<file path="src/rtl/uart_pixel_cmd_parser_if.sv">
// Byte-in / pixel-write-out bundle for uart_pixel_cmd_parser.
// master = parser side, slave = UART/frame-buffer side.
interface uart_pixel_cmd_parser_if #(
  parameter int COLOR_W = 8
);
  logic [7:0]         byte_data;
  logic               byte_valid;
  logic               wr_valid;
  logic               wr_ready;
  logic [9:0]         wr_x;
  logic [8:0]         wr_y;
  logic [COLOR_W-1:0] wr_color;
  logic               busy;
  logic               pkt_err;
  logic [7:0]         err_cnt;

  modport master (
    input  byte_data,
    input  byte_valid,
    input  wr_ready,
    output wr_valid,
    output wr_x,
    output wr_y,
    output wr_color,
    output busy,
    output pkt_err,
    output err_cnt
  );

  modport slave (
    output byte_data,
    output byte_valid,
    output wr_ready,
    input  wr_valid,
    input  wr_x,
    input  wr_y,
    input  wr_color,
    input  busy,
    input  pkt_err,
    input  err_cnt
  );
endinterface

</file>
<file path="src/rtl/uart_pixel_cmd_parser.sv">
// Assembles UART bytes into validated pixel writes.
// Define PIXEL_CMD_CHECKSUM_EN for 7-byte packets with XOR checksum.
module uart_pixel_cmd_parser #(
  parameter logic [7:0] SYNC_BYTE   = 8'hA5,
  parameter int         H_ACTIVE    = 640,
  parameter int         V_ACTIVE    = 480,
  parameter int         COLOR_W     = 8,
  parameter int         TIMEOUT_CYC = 1_000_000
) (
  input logic                     clk,
  input logic                     rst_n,
  uart_pixel_cmd_parser_if.master bus
);
  localparam int TW = $clog2(TIMEOUT_CYC + 1);
  localparam logic [TW-1:0] T_LAST = TW'(TIMEOUT_CYC - 1);

  typedef enum logic [2:0] {
    IDLE,
    XH,
    XL,
    YH,
    YL,
`ifdef PIXEL_CMD_CHECKSUM_EN
    COL,
    CHK
`else
    COL
`endif
  } state_t;

  state_t             state;
  state_t             nxt;
  logic [15:0]        x16;
  logic [15:0]        y16;
  logic [TW-1:0]      tcnt;
  logic               timeout;
  logic               last;
  logic               eval;
  logic               chk_ok;
  logic               range_ok;
  logic               slot_free;
  logic               load;
  logic               drop;
  logic [COLOR_W-1:0] color_eval;

`ifdef PIXEL_CMD_CHECKSUM_EN
  logic [7:0]         color_q;
  logic [7:0]         acc;

  assign last       = (state == CHK);
  assign chk_ok     = (acc == bus.byte_data);
  assign color_eval = color_q[COLOR_W-1:0];
`else
  assign last       = (state == COL);
  assign chk_ok     = 1'b1;
  assign color_eval = bus.byte_data[COLOR_W-1:0];
`endif

  assign timeout   = (state != IDLE) && !bus.byte_valid
                  && (tcnt == T_LAST);
  assign eval      = last && bus.byte_valid;
  assign range_ok  = (x16 < 16'(H_ACTIVE))
                  && (y16 < 16'(V_ACTIVE));
  assign slot_free = !bus.wr_valid || bus.wr_ready;
  assign load      = eval && chk_ok && range_ok && slot_free;
  // overrun, bad checksum and range failures all land here
  assign drop      = (eval && !load) || timeout;
  assign bus.busy  = (state != IDLE);

  always_ff @(posedge clk) begin
    if (!rst_n) state <= IDLE;
    else        state <= nxt;
  end

  always_comb begin
    nxt = state;
    unique case (state)
      IDLE:
        if (bus.byte_valid && bus.byte_data == SYNC_BYTE)
          nxt = XH;
      XH: if (bus.byte_valid) nxt = XL;
      XL: if (bus.byte_valid) nxt = YH;
      YH: if (bus.byte_valid) nxt = YL;
      YL: if (bus.byte_valid) nxt = COL;
`ifdef PIXEL_CMD_CHECKSUM_EN
      COL: if (bus.byte_valid) nxt = CHK;
      CHK: if (bus.byte_valid) nxt = IDLE;
`else
      COL: if (bus.byte_valid) nxt = IDLE;
`endif
      default: nxt = IDLE;
    endcase
    if (timeout) nxt = IDLE;
  end

  always_ff @(posedge clk) begin
    if (!rst_n) begin
      x16  <= '0;
      y16  <= '0;
      tcnt <= '0;
`ifdef PIXEL_CMD_CHECKSUM_EN
      color_q <= '0;
      acc     <= '0;
`endif
    end else begin
      if (state == IDLE || bus.byte_valid || timeout)
        tcnt <= '0;
      else
        tcnt <= tcnt + TW'(1);
      if (bus.byte_valid) begin
        unique case (state)
          XH: x16[15:8] <= bus.byte_data;
          XL: x16[7:0]  <= bus.byte_data;
          YH: y16[15:8] <= bus.byte_data;
          YL: y16[7:0]  <= bus.byte_data;
`ifdef PIXEL_CMD_CHECKSUM_EN
          COL: color_q  <= bus.byte_data;
`endif
          default: ;
        endcase
      end
`ifdef PIXEL_CMD_CHECKSUM_EN
      if (bus.byte_valid) begin
        if (state == IDLE && bus.byte_data == SYNC_BYTE)
          acc <= '0;
        else if (state != IDLE && state != CHK)
          acc <= acc ^ bus.byte_data;
      end
`endif
    end
  end

  always_ff @(posedge clk) begin
    if (!rst_n) begin
      bus.wr_valid <= 1'b0;
      bus.wr_x     <= '0;
      bus.wr_y     <= '0;
      bus.wr_color <= '0;
      bus.pkt_err  <= 1'b0;
      bus.err_cnt  <= '0;
    end else begin
      if (load) begin
        bus.wr_valid <= 1'b1;
        bus.wr_x     <= x16[9:0];
        bus.wr_y     <= y16[8:0];
        bus.wr_color <= color_eval;
      end else if (bus.wr_ready) begin
        bus.wr_valid <= 1'b0;
      end
      bus.pkt_err <= drop;
      if (drop && bus.err_cnt != 8'hFF)
        bus.err_cnt <= bus.err_cnt + 8'd1;
    end
  end
endmodule

</file>
<file path="src/flat_wrapper.sv">
// flat-port wrapper written by rule: the top's interface ports become plain ports
module uart_pixel_cmd_parser_flat 
#(
  parameter logic [7:0] SYNC_BYTE   = 8'hA5,
  parameter int         H_ACTIVE    = 640,
  parameter int         V_ACTIVE    = 480,
  parameter int         COLOR_W     = 8,
  parameter int         TIMEOUT_CYC = 1_000_000
)
  (clk, rst_n, bus_byte_data, bus_byte_valid, bus_wr_ready, bus_wr_valid, bus_wr_x, bus_wr_y, bus_wr_color, bus_busy, bus_pkt_err, bus_err_cnt);
  uart_pixel_cmd_parser_if #(.COLOR_W(COLOR_W)) bus_i ();
  input logic clk;
  input logic rst_n;
  input wire logic [$bits(bus_i.byte_data)-1:0] bus_byte_data;
  input wire logic [$bits(bus_i.byte_valid)-1:0] bus_byte_valid;
  input wire logic [$bits(bus_i.wr_ready)-1:0] bus_wr_ready;
  output wire logic [$bits(bus_i.wr_valid)-1:0] bus_wr_valid;
  output wire logic [$bits(bus_i.wr_x)-1:0] bus_wr_x;
  output wire logic [$bits(bus_i.wr_y)-1:0] bus_wr_y;
  output wire logic [$bits(bus_i.wr_color)-1:0] bus_wr_color;
  output wire logic [$bits(bus_i.busy)-1:0] bus_busy;
  output wire logic [$bits(bus_i.pkt_err)-1:0] bus_pkt_err;
  output wire logic [$bits(bus_i.err_cnt)-1:0] bus_err_cnt;
  assign bus_i.byte_data = bus_byte_data;
  assign bus_i.byte_valid = bus_byte_valid;
  assign bus_i.wr_ready = bus_wr_ready;
  assign bus_wr_valid = bus_i.wr_valid;
  assign bus_wr_x = bus_i.wr_x;
  assign bus_wr_y = bus_i.wr_y;
  assign bus_wr_color = bus_i.wr_color;
  assign bus_busy = bus_i.busy;
  assign bus_pkt_err = bus_i.pkt_err;
  assign bus_err_cnt = bus_i.err_cnt;
  uart_pixel_cmd_parser #(.SYNC_BYTE(SYNC_BYTE), .H_ACTIVE(H_ACTIVE), .V_ACTIVE(V_ACTIVE), .COLOR_W(COLOR_W), .TIMEOUT_CYC(TIMEOUT_CYC)) u_core (.clk(clk), .rst_n(rst_n), .bus(bus_i));
endmodule
</file>
<file path="config.mk">
export PLATFORM = sky130hd
export DESIGN_NAME = uart_pixel_cmd_parser_flat
export DESIGN_NICKNAME = d
export VERILOG_FILES = /design/src/rtl/uart_pixel_cmd_parser_if.sv /design/src/rtl/uart_pixel_cmd_parser.sv /design/src/flat_wrapper.sv
export SDC_FILE = /design/constraint.sdc
export NUM_CORES = 1
export LEC_CHECK = 0
export BUFFER_PORTS_ARGS = -buffer_cell sky130_fd_sc_hd__buf_2
export CAP_MARGIN = 20
export CORE_ASPECT_RATIO = 0.9
export CORE_MARGIN = 2
export CORE_UTILIZATION = 27
export CTS_CLUSTER_SIZE = 24
export DETAILED_ROUTE_END_ITERATION = 10
export PLACE_DENSITY_LB_ADDON = 0.05
export SLEW_MARGIN = 20
export SYNTH_ARGS = -nofsm -noshare
export SYNTH_HDL_FRONTEND = slang
export SYNTH_SLANG_ARGS = --single-unit
</file>
<file path="constraint.sdc">
create_clock -name clk -period 2.92 [get_ports clk]
set_input_delay 0.584 -clock clk [delete_from_list [all_inputs] [get_ports clk]]
set_output_delay 0.584 -clock clk [all_outputs]
set_load 0.02 [all_outputs]
</file>
== Yosys cells after proc, flatten, opt, wreduce, memory -nomap -nowiden ==
Cells that the tools add are included.
Operators by class
  $lt $le $gt $ge: 2
  shift operators: 0
  multipliers: 0
  add/subtract/negate cells: 2
  muxes and demuxes: 9
  equal/unequal tests: 14
  div/mod/pow operators: 0
  bitwise logic cells: 1
  reductions and logical operators: 26
Operators by type and width (count)
  adder 20 x 1 -> 20 bit, second input constant: 1
  equality test 20 bit, second input constant: 1
  two-way mux 3 bit: 6
  case mux 3 bit (6 select lines): 1
  < comparator 16 x 10 -> 1 bit, second input constant: 1
  < comparator 16 x 9 -> 1 bit, second input constant: 1
  inequality test 2 bit, second input constant: 5
  logical AND 1 bit: 9
  adder 8 x 1 -> 8 bit, second input constant: 1
  equality test 8 bit, second input constant: 1
  inequality test 8 bit, second input constant: 1
  AND reduction 2 bit: 4
  equality test 3 x 2 -> 1 bit, second input constant: 2
  equality test 3 bit, second input constant: 2
  AND reduction 6 bit: 1
  logical OR 1 bit: 4
  OR reduction 2 bit: 2
  equality test 3 x 1 -> 1 bit, second input constant: 1
  logical NOT 1 bit: 3
  logical NOT 3 bit: 1
  nonzero test 3 bit: 1
  two-way mux 1 bit: 2
  inequality test 2 x 1 -> 1 bit, second input constant: 1
  nonzero test 2 bit: 1
  inverter 1 bit: 1
Word-level totals
  word-level logic and storage cells: 66
  output and inout port bits: 38
  bits of input ports: 12
  bits in latches: 0
  bits in read-only memories: 0
  memories kept: 0
  RAM bits: 0
  register bits after elaboration: 92

== Longest topological paths before layout ==
Gate-level depths: netlist of the first run.
  depth after elaboration: 8
  gate-level depth with buffers: 7
  depth with buffers taken out: 6

== Worst setup path before layout of the first run ==
No wires, ideal clock.
  path kind: reg-to-reg
  from: reg u_core.tcnt[15]
  to: reg u_core.bus.err_cnt[6]
  library setup time: 117 ps
  slack: 554 ps
  period minus slack after synthesis: 2366 ps
  arrival: 2248 ps
  stages on the path, launching flop included: 7
  required time: 2803 ps
  buffers on the path: 1
  path through: dfxtp_1 or4b_1 or4_1 or4_1 buf_2 a211o_1 a32o_1
Between the ends
  word-level cells in the longest chain between the ends: 4
Ends and longest elaborated chain
  from (decl): line uart_pixel_cmd_parser.sv:35  | logic [TW-1:0] tcnt;
  from (signal assigned): line uart_pixel_cmd_parser.sv:109  | tcnt <= tcnt + TW'(1);
  equality test 20 bit: line uart_pixel_cmd_parser.sv:60  | && (tcnt == T_LAST);
  logical AND 1 bit: line uart_pixel_cmd_parser.sv:60
  logical OR 1 bit: line uart_pixel_cmd_parser.sv:67  | assign drop = (eval && !load) || timeout;
  logical AND 1 bit: line uart_pixel_cmd_parser.sv:151  | if (drop && bus.err_cnt != 8'hFF)
  to (signal assigned): line uart_pixel_cmd_parser.sv:152  | bus.err_cnt <= bus.err_cnt + 8'd1;
  to (decl): line uart_pixel_cmd_parser_if.sv:27  | output err_cnt
Every way passes these cells.
A chain may end at the register's enable or synchronous reset.

== Worst setup path in the final report of the first run ==
Same ends and word-level chain as after synthesis.

==> results of run 1 <==
==> cells by family (layout without fill, tap and decap cells) <==
logic type                 count (synthesis)  after routing
muxes                                     23             23
xor gates and xnor gates                  19             19
adders and majority gates                  2              2
buffers and inverters                     25             73
DFF                                       92             92
AOI/OAI and AO/OA                         59             59
and+or+nand+nor                          214            214
==> registers in the layout, summed over array words and instances (netlist names) <==
name	cells
u_core.bus.wr_x	10
u_core.bus.err_cnt	8
u_core.bus.wr_color	8
u_core.tcnt	20
u_core.bus.wr_y	9
u_core.bus.wr_valid	1
u_core.x16	16
u_core.y16	16
u_core.bus.pkt_err	1
u_core.state	3
==> area by class of cell <==
class / count / share of cell area
sequential: 92 / 0.403
tap: 193 / 0.0529
clock buffer: 9 / 0.0493
clock inverter: 6 / 0.0142
timing repair buffer: 56 / 0.0652
multi-input combinational: 317 / 0.413
inverter: 2 / 0.00164
==> per-layer routing <==
metal / up-vias / routed length, um
li1: 1545 / -
met1: 1399 / 4660
met2: 43 / 4210
met3: 14 / 491
met4: 0 / 197
met5: - / 0
==> metrics by stage <==
step | hold slack (ps) | setup WS (ps) | power (uW)
floorplan | 430 | 554 | 1310
detailed placement | 457 | 396 | 1340
CTS | 466 | 380 | 2530
finish | 459 | 392 | 2490
global placement | 449 | 384 | 1340
global route | 485 | 254 | 2580
==> placed cells by master (no fill, tap or decap), drive strengths merged, types with 4 or more instances in the layout <==
cell type / netlist / layout
nand2: 112 / 112
dfxtp: 92 / 92
buf: 1 / 56
a21boi: 44 / 44
nor2: 27 / 27
mux2i: 23 / 23
nor2b: 18 / 18
xor2: 14 / 14
nand3: 11 / 11
clkbuf: 22 / 9
nand2b: 7 / 7
nand4: 6 / 6
nor3: 5 / 5
xnor2: 5 / 5
and4: 4 / 4
and3: 4 / 4
a21oi: 4 / 4
a211oi: 4 / 4
nor4: 4 / 4
==> report_power, final <==
part           switching (uW)  total [uW]  internal [uW]  leakage [uW]
Clock                     517        1180            660      0.000142
Sequential              0.337        1250           1250      0.000741
Combinational            35.9        56.8           20.9      0.000718
==> path summary, 6_finish.rpt <==
path                                                            to  slack [ps]                            start
worst min-delay path               u_core.bus.wr_x[8]$_SDFFE_PN0P_         460  u_core.bus.wr_x[8]$_SDFFE_PN0P_
worst max-delay path            u_core.bus.err_cnt[6]$_SDFFE_PN0P_         390       u_core.tcnt[15]$_SDFF_PP0_
worst min register to register     u_core.bus.wr_x[8]$_SDFFE_PN0P_         460  u_core.bus.wr_x[8]$_SDFFE_PN0P_
worst max register to register  u_core.bus.err_cnt[6]$_SDFFE_PN0P_         390       u_core.tcnt[15]$_SDFF_PP0_
==> tightest hold or removal path: stages (launching register included) <==
cell      delay [ps]
dfxtp_1          310
nand2_1           40
a21boi_0          60
==> reports/results.ini, run 1 <==
[status]
outcome=completed

[yosys]
ys.flop_type=dfxtp_1
yosysSeqAreaShare=0.483
synth_area_leaders=dfxtp_1, nand2_1, a21boi_0, mux2i_1, xor2_1
synthSimpleGateAreaFrac=0.267
synth_edf_count=0
synth_top_family_by_area=simple AND/OR/NAND/NOR gates
yosysTopAreaCellShare=0.483
synth_nets=448
yosys.cell_count.top_type=nand2_1
synth-compound-area-share=0.114
synthAdderAreaFrac=0.00657
avgSynthCellArea_um2=8.78
synthCells=434
synth_mux_area_frac=0.0604
postSynth.asyncResetShare=0
synth_xor_area_frac=0.0437
ys_ff_latch=92
yosysTopAreaCell=dfxtp_1
synth_common_cells=nand2_1, dfxtp_1, a21boi_0
syn_area_um2=3810
yosys_warnings=0
netlist-cell-type-count=38

[cts]
htree_levels=3
path_clk_slew_ps=70
postCtsSetupBuffers=0
numClockSinks=92
numCtsBuffers=9
cts.path.max_buffers=2
clkLatencyLatePin_ps=350
cts_tree=built
cts_root_buf=clkbuf_16
hold_buffers=0
cts_resized=0

[floorplanning]
core_area_um2=13900
start_util=0.274
fp.dieW_um=129
io_pins=50
die_h_um=117
rows=41
die_area_um2=15100

[hold_path]
holdCritPathClass=reg2reg
whs_path_depth=2

[grt]
grt_pass1_vias=2788
use_met1=0.173
antenna_found_initial=0
grt.overflow.total=0
grt_use_met3=0.0463
grt_busiest_layer=met2
grtUsageTotal=0.134
grt_use_met2=0.202
grt_pass1_wl_mm=15.1
grt_max_degree=65

[placed_design]
place_inst=660
port_buffers=49
dp_hpwl_mm=6.48
place_area_um2=4280
place.gp.congestion=0.734

[routing]
drt_pre_antenna_iters=4
drt_first_iter_violations=129
routed_wl_mm=9.56
post-route-drc-count=0
vias=3001
vias_per_cell=4.45
wl_per_cell_um=14.2
antenna_left=0

[layout]
postLayoutCellArea_um2=4570
drive_above_1_share=0.158
final_cells=675
nFillCells=1456
diodes=0
final_nets=492
synthToLayoutAreaGrowth_pct=19.9
seq_area_um2=1840
multi_input_comb_area_um2=1890
final_util=0.329

[setup_path]
cp_num_cells=5
slowest_stage=or4_1
cp_max_fo=9
cp.arrival_ps=2770
cpPeakStageDelay_ps=590
crit_chain=or4b_1 -> or4_1 -> or4_1 -> a211o_1 -> a32o_1
r2r_cells=5
critical-path-top-delay-family=simple AND/OR/NAND/NOR gates
crit_top_cell=or4_1
crit_required_ps=3160
startpoint_type=flip-flop
crit_type=reg2reg
cp.buffers_inverters=0
endpoint_kind=flip-flop

[timing]
layout_worst_path_cycle_share=0.866
tightest_slew_ps=632
drv_slew=0
finClkSkew_ps=7.09
layout_min_cycle_time_ps=2530
max_freq_ghz=0.395
rsz0062_at_grt=no
max-slew-margin-rel=0.573
fin_setup_tns_ps=0
finalSetupViolCount=0
hold_viol_final=0

[pwr]
max-vdd-ir-drop_mv=0.279
power_density_nw_per_um2=545
p_leak_uw=0.00160

[job]
max-cap-violations=0

Power figures use the tool's default switching activity.
==> inputs of run 2 (changes only) <==
--- a/config.mk
+++ b/config.mk
@@ -5,6 +5,7 @@
 export SDC_FILE = /design/constraint.sdc
 export NUM_CORES = 1
 export LEC_CHECK = 0
+export ABC_AREA = 1
 export BUFFER_PORTS_ARGS = -buffer_cell sky130_fd_sc_hd__buf_2
 export CAP_MARGIN = 20
 export CORE_ASPECT_RATIO = 0.9
==> reports/results.ini, run 2 <==
[yosys]
yosys.cell_count.top_type=dfxtp_1
netlist-cell-type-count=30  ; -21%
postSynth.asyncResetShare=0  ; unchanged
ys.flop_type=dfxtp_1
yosys_warnings=0  ; unchanged
synth_common_cells=dfxtp_1, a21oi_1, nor2_1
ys_ff_latch=92  ; unchanged
synth_nets=495  ; +10%
synthCells=481  ; +11%
synth_area_leaders=dfxtp_1, a21oi_1, o21ai_0, nor2_1, nand2_1
yosysTopAreaCell=dfxtp_1
avgSynthCellArea_um2=7.69  ; -12%
syn_area_um2=3700  ; -2.9%
yosysTopAreaCellShare=0.498  ; +0.0144
synth_edf_count=0  ; unchanged
yosysSeqAreaShare=0.498  ; +0.0144

[pwr]
p_sw_frac=0.220  ; -0.00239
intPower_uw=1960  ; +1.3%
clkPwrFrac=0.482  ; +0.009
power.share.sequential=0.499  ; -0.005
p_leak_uw=0.00174  ; +8.7%
p_comb_frac=0.020  ; -0.003
p_switching_uw=553  ; about the same
max-vdd-ir-drop_mv=0.237  ; -15%
totalPowerFinal_uw=2510  ; +1.0%
power_density_nw_per_um2=574  ; +5.3%

[layout]
max_flop_register=u_core.tcnt
drive_above_1_share=0.151  ; -0.00645
multi_input_comb_area_um2=1570  ; -17%
diodes=0  ; unchanged
top_regs=u_core.tcnt: 20 flops, u_core.x16: 16 flops, u_core.y16: 16 flops
nFillCells=1457  ; +0.069%
seq_area_um2=1840  ; unchanged
final_nets=538  ; +9.3%
final_cell_mix=dfxtp_1, a21oi_1, nor2_1
largest_register_ff_count=20  ; unchanged
synthToLayoutAreaGrowth_pct=18.4
postLayoutCellArea_um2=4380  ; -4.1%
final_common_cell=dfxtp_1
final_util=0.328  ; -0.000600

[setup_path]
cp_max_fo=20  ; +11
startpoint_type=flip-flop
cp.arrival_ps=2370  ; -400 ps
endpoint_kind=flip-flop
r2r_cells=7  ; +2
crit_type=reg2reg
r2r-end=u_core.tcnt[14]$_SDFF_PP0_
crit_required_ps=3190  ; +30 ps
r2r-start=u_core.state[1]$_SDFFE_PP0P_
r2r_slack_ps=820  ; +430 ps

[grt]
grtUsageTotal=0.131  ; -0.00260
antenna_found_initial=0  ; unchanged
grt_max_degree=63  ; -3.1%
grt_pass1_wl_mm=15.1  ; +0.14%
grt_pass1_vias=3046  ; +9.3%
grt.overflow.total=0  ; unchanged

[routing]
wl_per_cell_um=13.0  ; -8.5%
routed_wl_mm=9.03  ; -5.5%
vias=3147  ; +4.9%
drt_first_iter_violations=141  ; +9.3%
antenna_left=0  ; unchanged
post-route-drc-count=0  ; unchanged
vias_per_cell=4.52  ; +1.6%
drt_pre_antenna_iters=5  ; +1

[placed_design]
port_buffers=49  ; unchanged
dp_hpwl_mm=6.20  ; -4.3%
place.gp.congestion=0.758  ; +3.3%
place_area_um2=4070  ; -4.7%

[timing]
layout_worst_path_cycle_share=0.718  ; -0.148
timing.hold.ws_ps=454  ; -5.78 ps
fin_setup_tns_ps=0  ; unchanged
hold_viol_final=0  ; unchanged
max-slew-margin-rel=0.382  ; -0.191
max_freq_ghz=0.477  ; +21%
finalSetupViolCount=0  ; unchanged
layout_min_cycle_time_ps=2100  ; -433 ps
finClkSkew_ps=12.5  ; +5.43 ps
tightest_slew_ps=924  ; +292 ps
rsz0062_at_grt=no
drv_slew=0  ; unchanged

[cts]
htree_levels=3  ; unchanged
clkLatencyLatePin_ps=350  ; about the same
numClockSinks=92  ; unchanged
cts_resized=0  ; unchanged
numCtsBuffers=9  ; unchanged
cts_tree=built
cts.path.max_buffers=2  ; unchanged
cts_root_buf=clkbuf_16
hold_buffers=0  ; unchanged
postCtsSetupBuffers=0  ; unchanged
path_clk_slew_ps=60  ; about the same

[floorplanning]
die_area_um2=14700  ; -2.8%
start_util=0.277  ; +0.00282
io_pins=50  ; unchanged
rows=40  ; -2.4%
die_h_um=115  ; -1.4%
core_area_um2=13400  ; -3.9%
fp.dieW_um=127  ; -1.4%

[hold_path]
holdPathEnd=u_core.y16[11]$_SDFFE_PN0P_
holdCritPathClass=reg2reg
hp-start=u_core.y16[11]$_SDFFE_PN0P_
whs_path_depth=2  ; unchanged

[status]
outcome=completed

[job]
max-cap-violations=0  ; unchanged

## run 2: cell types whose count changed in the layout (fill, tap and decap cells not counted), moves of 5 or more
cell      before  now
nor2b_1       18    0
a21oi_1        4   69
nor2_2         0    5
buf_4          7    2
nand3_1       11   20
inv_1          2   47
o21ai_0        2   61
a21boi_0      44    0
mux2i_1       23    0
nand2_1      112   56
nor2_1        27   62
nand2b_1       7    0
## run 2: cell families after synthesis
| family | synth area share |
|---|---|
| flops | 0.498 |
| fa+ha+maj | 0.00676 |
| xor+xnor | 0.0284 |
| compound gates | 0.190 |
| simple gates | 0.201 |
| buf+inv | 0.0768 |
## run 2: per-stage QoR
stage	setup slack, ps	cells
final	825	697
after global routing	520	697
after CTS	782	697
after detailed placement	600	681
after global placement	721	681
after floorplan	1190	481
## run 2: area by class of cell
| cell class | count | share of cell area |
|---|---|---|
| flip-flops and latches | 92 | 0.420 |
| multi-input cells | 320 | 0.359 |
| repair buffers | 51 | 0.0594 |
| clock buffers | 10 | 0.0545 |
| well taps | 168 | 0.0480 |
| inverters | 50 | 0.0428 |
| clock inverters | 6 | 0.0157 |
## run 2: worst max path at each step
stage / startpoint / to / slack (ps) / depth (start not counted)
2_1_floorplan: u_core.bus.err_cnt[0]$_SDFFE_PN0P_ / u_core.bus.err_cnt[5]$_SDFFE_PN0P_ / 1190 / 7
4_1_cts: u_core.state[1]$_SDFFE_PP0P_ / u_core.tcnt[14]$_SDFF_PP0_ / 780 / 7
3_3_place_gp: bus_byte_valid / u_core.bus.wr_x[7]$_SDFFE_PN0P_ / 720 / 9
3_5_place_dp: bus_byte_valid / u_core.bus.wr_x[5]$_SDFFE_PN0P_ / 600 / 9
6_report: u_core.state[1]$_SDFFE_PP0P_ / u_core.tcnt[14]$_SDFF_PP0_ / 820 / 7
5_1_grt: u_core.state[1]$_SDFFE_PP0P_ / u_core.tcnt[14]$_SDFF_PP0_ / 520 / 7
## run 2: critical path, cell delays in order (launching register included)
cell      delay [ps]
dfxtp_1          410
inv_1            110
nand2_1          120
nor2_1            90
nor2_1           200
nand3_1          610
o21bai_1         390
a21oi_1          110
## run 2: layer usage
layer | up-vias | global-route usage | part of all wire
li1 | 1670 | - | -
met1 | 1426 | 0.169 | 0.50
met2 | 46 | 0.210 | 0.45
met3 | 5 | 0.0456 | 0.044
met4 | 0 | 0.0352 | 0.0095
met5 | - | 0 | 0
## run 2: power groups by stage
stage | clock network, uW | logic, uW | registers (uW)
after detailed placement | 0 | 50.7 | 1280
after floorplan | 0 | 24.7 | 1280
final | 1210 | 49.1 | 1250
after global routing | 1320 | 55.4 | 1250
after global placement | 0 | 50.8 | 1280
after CTS | 1260 | 50.8 | 1250
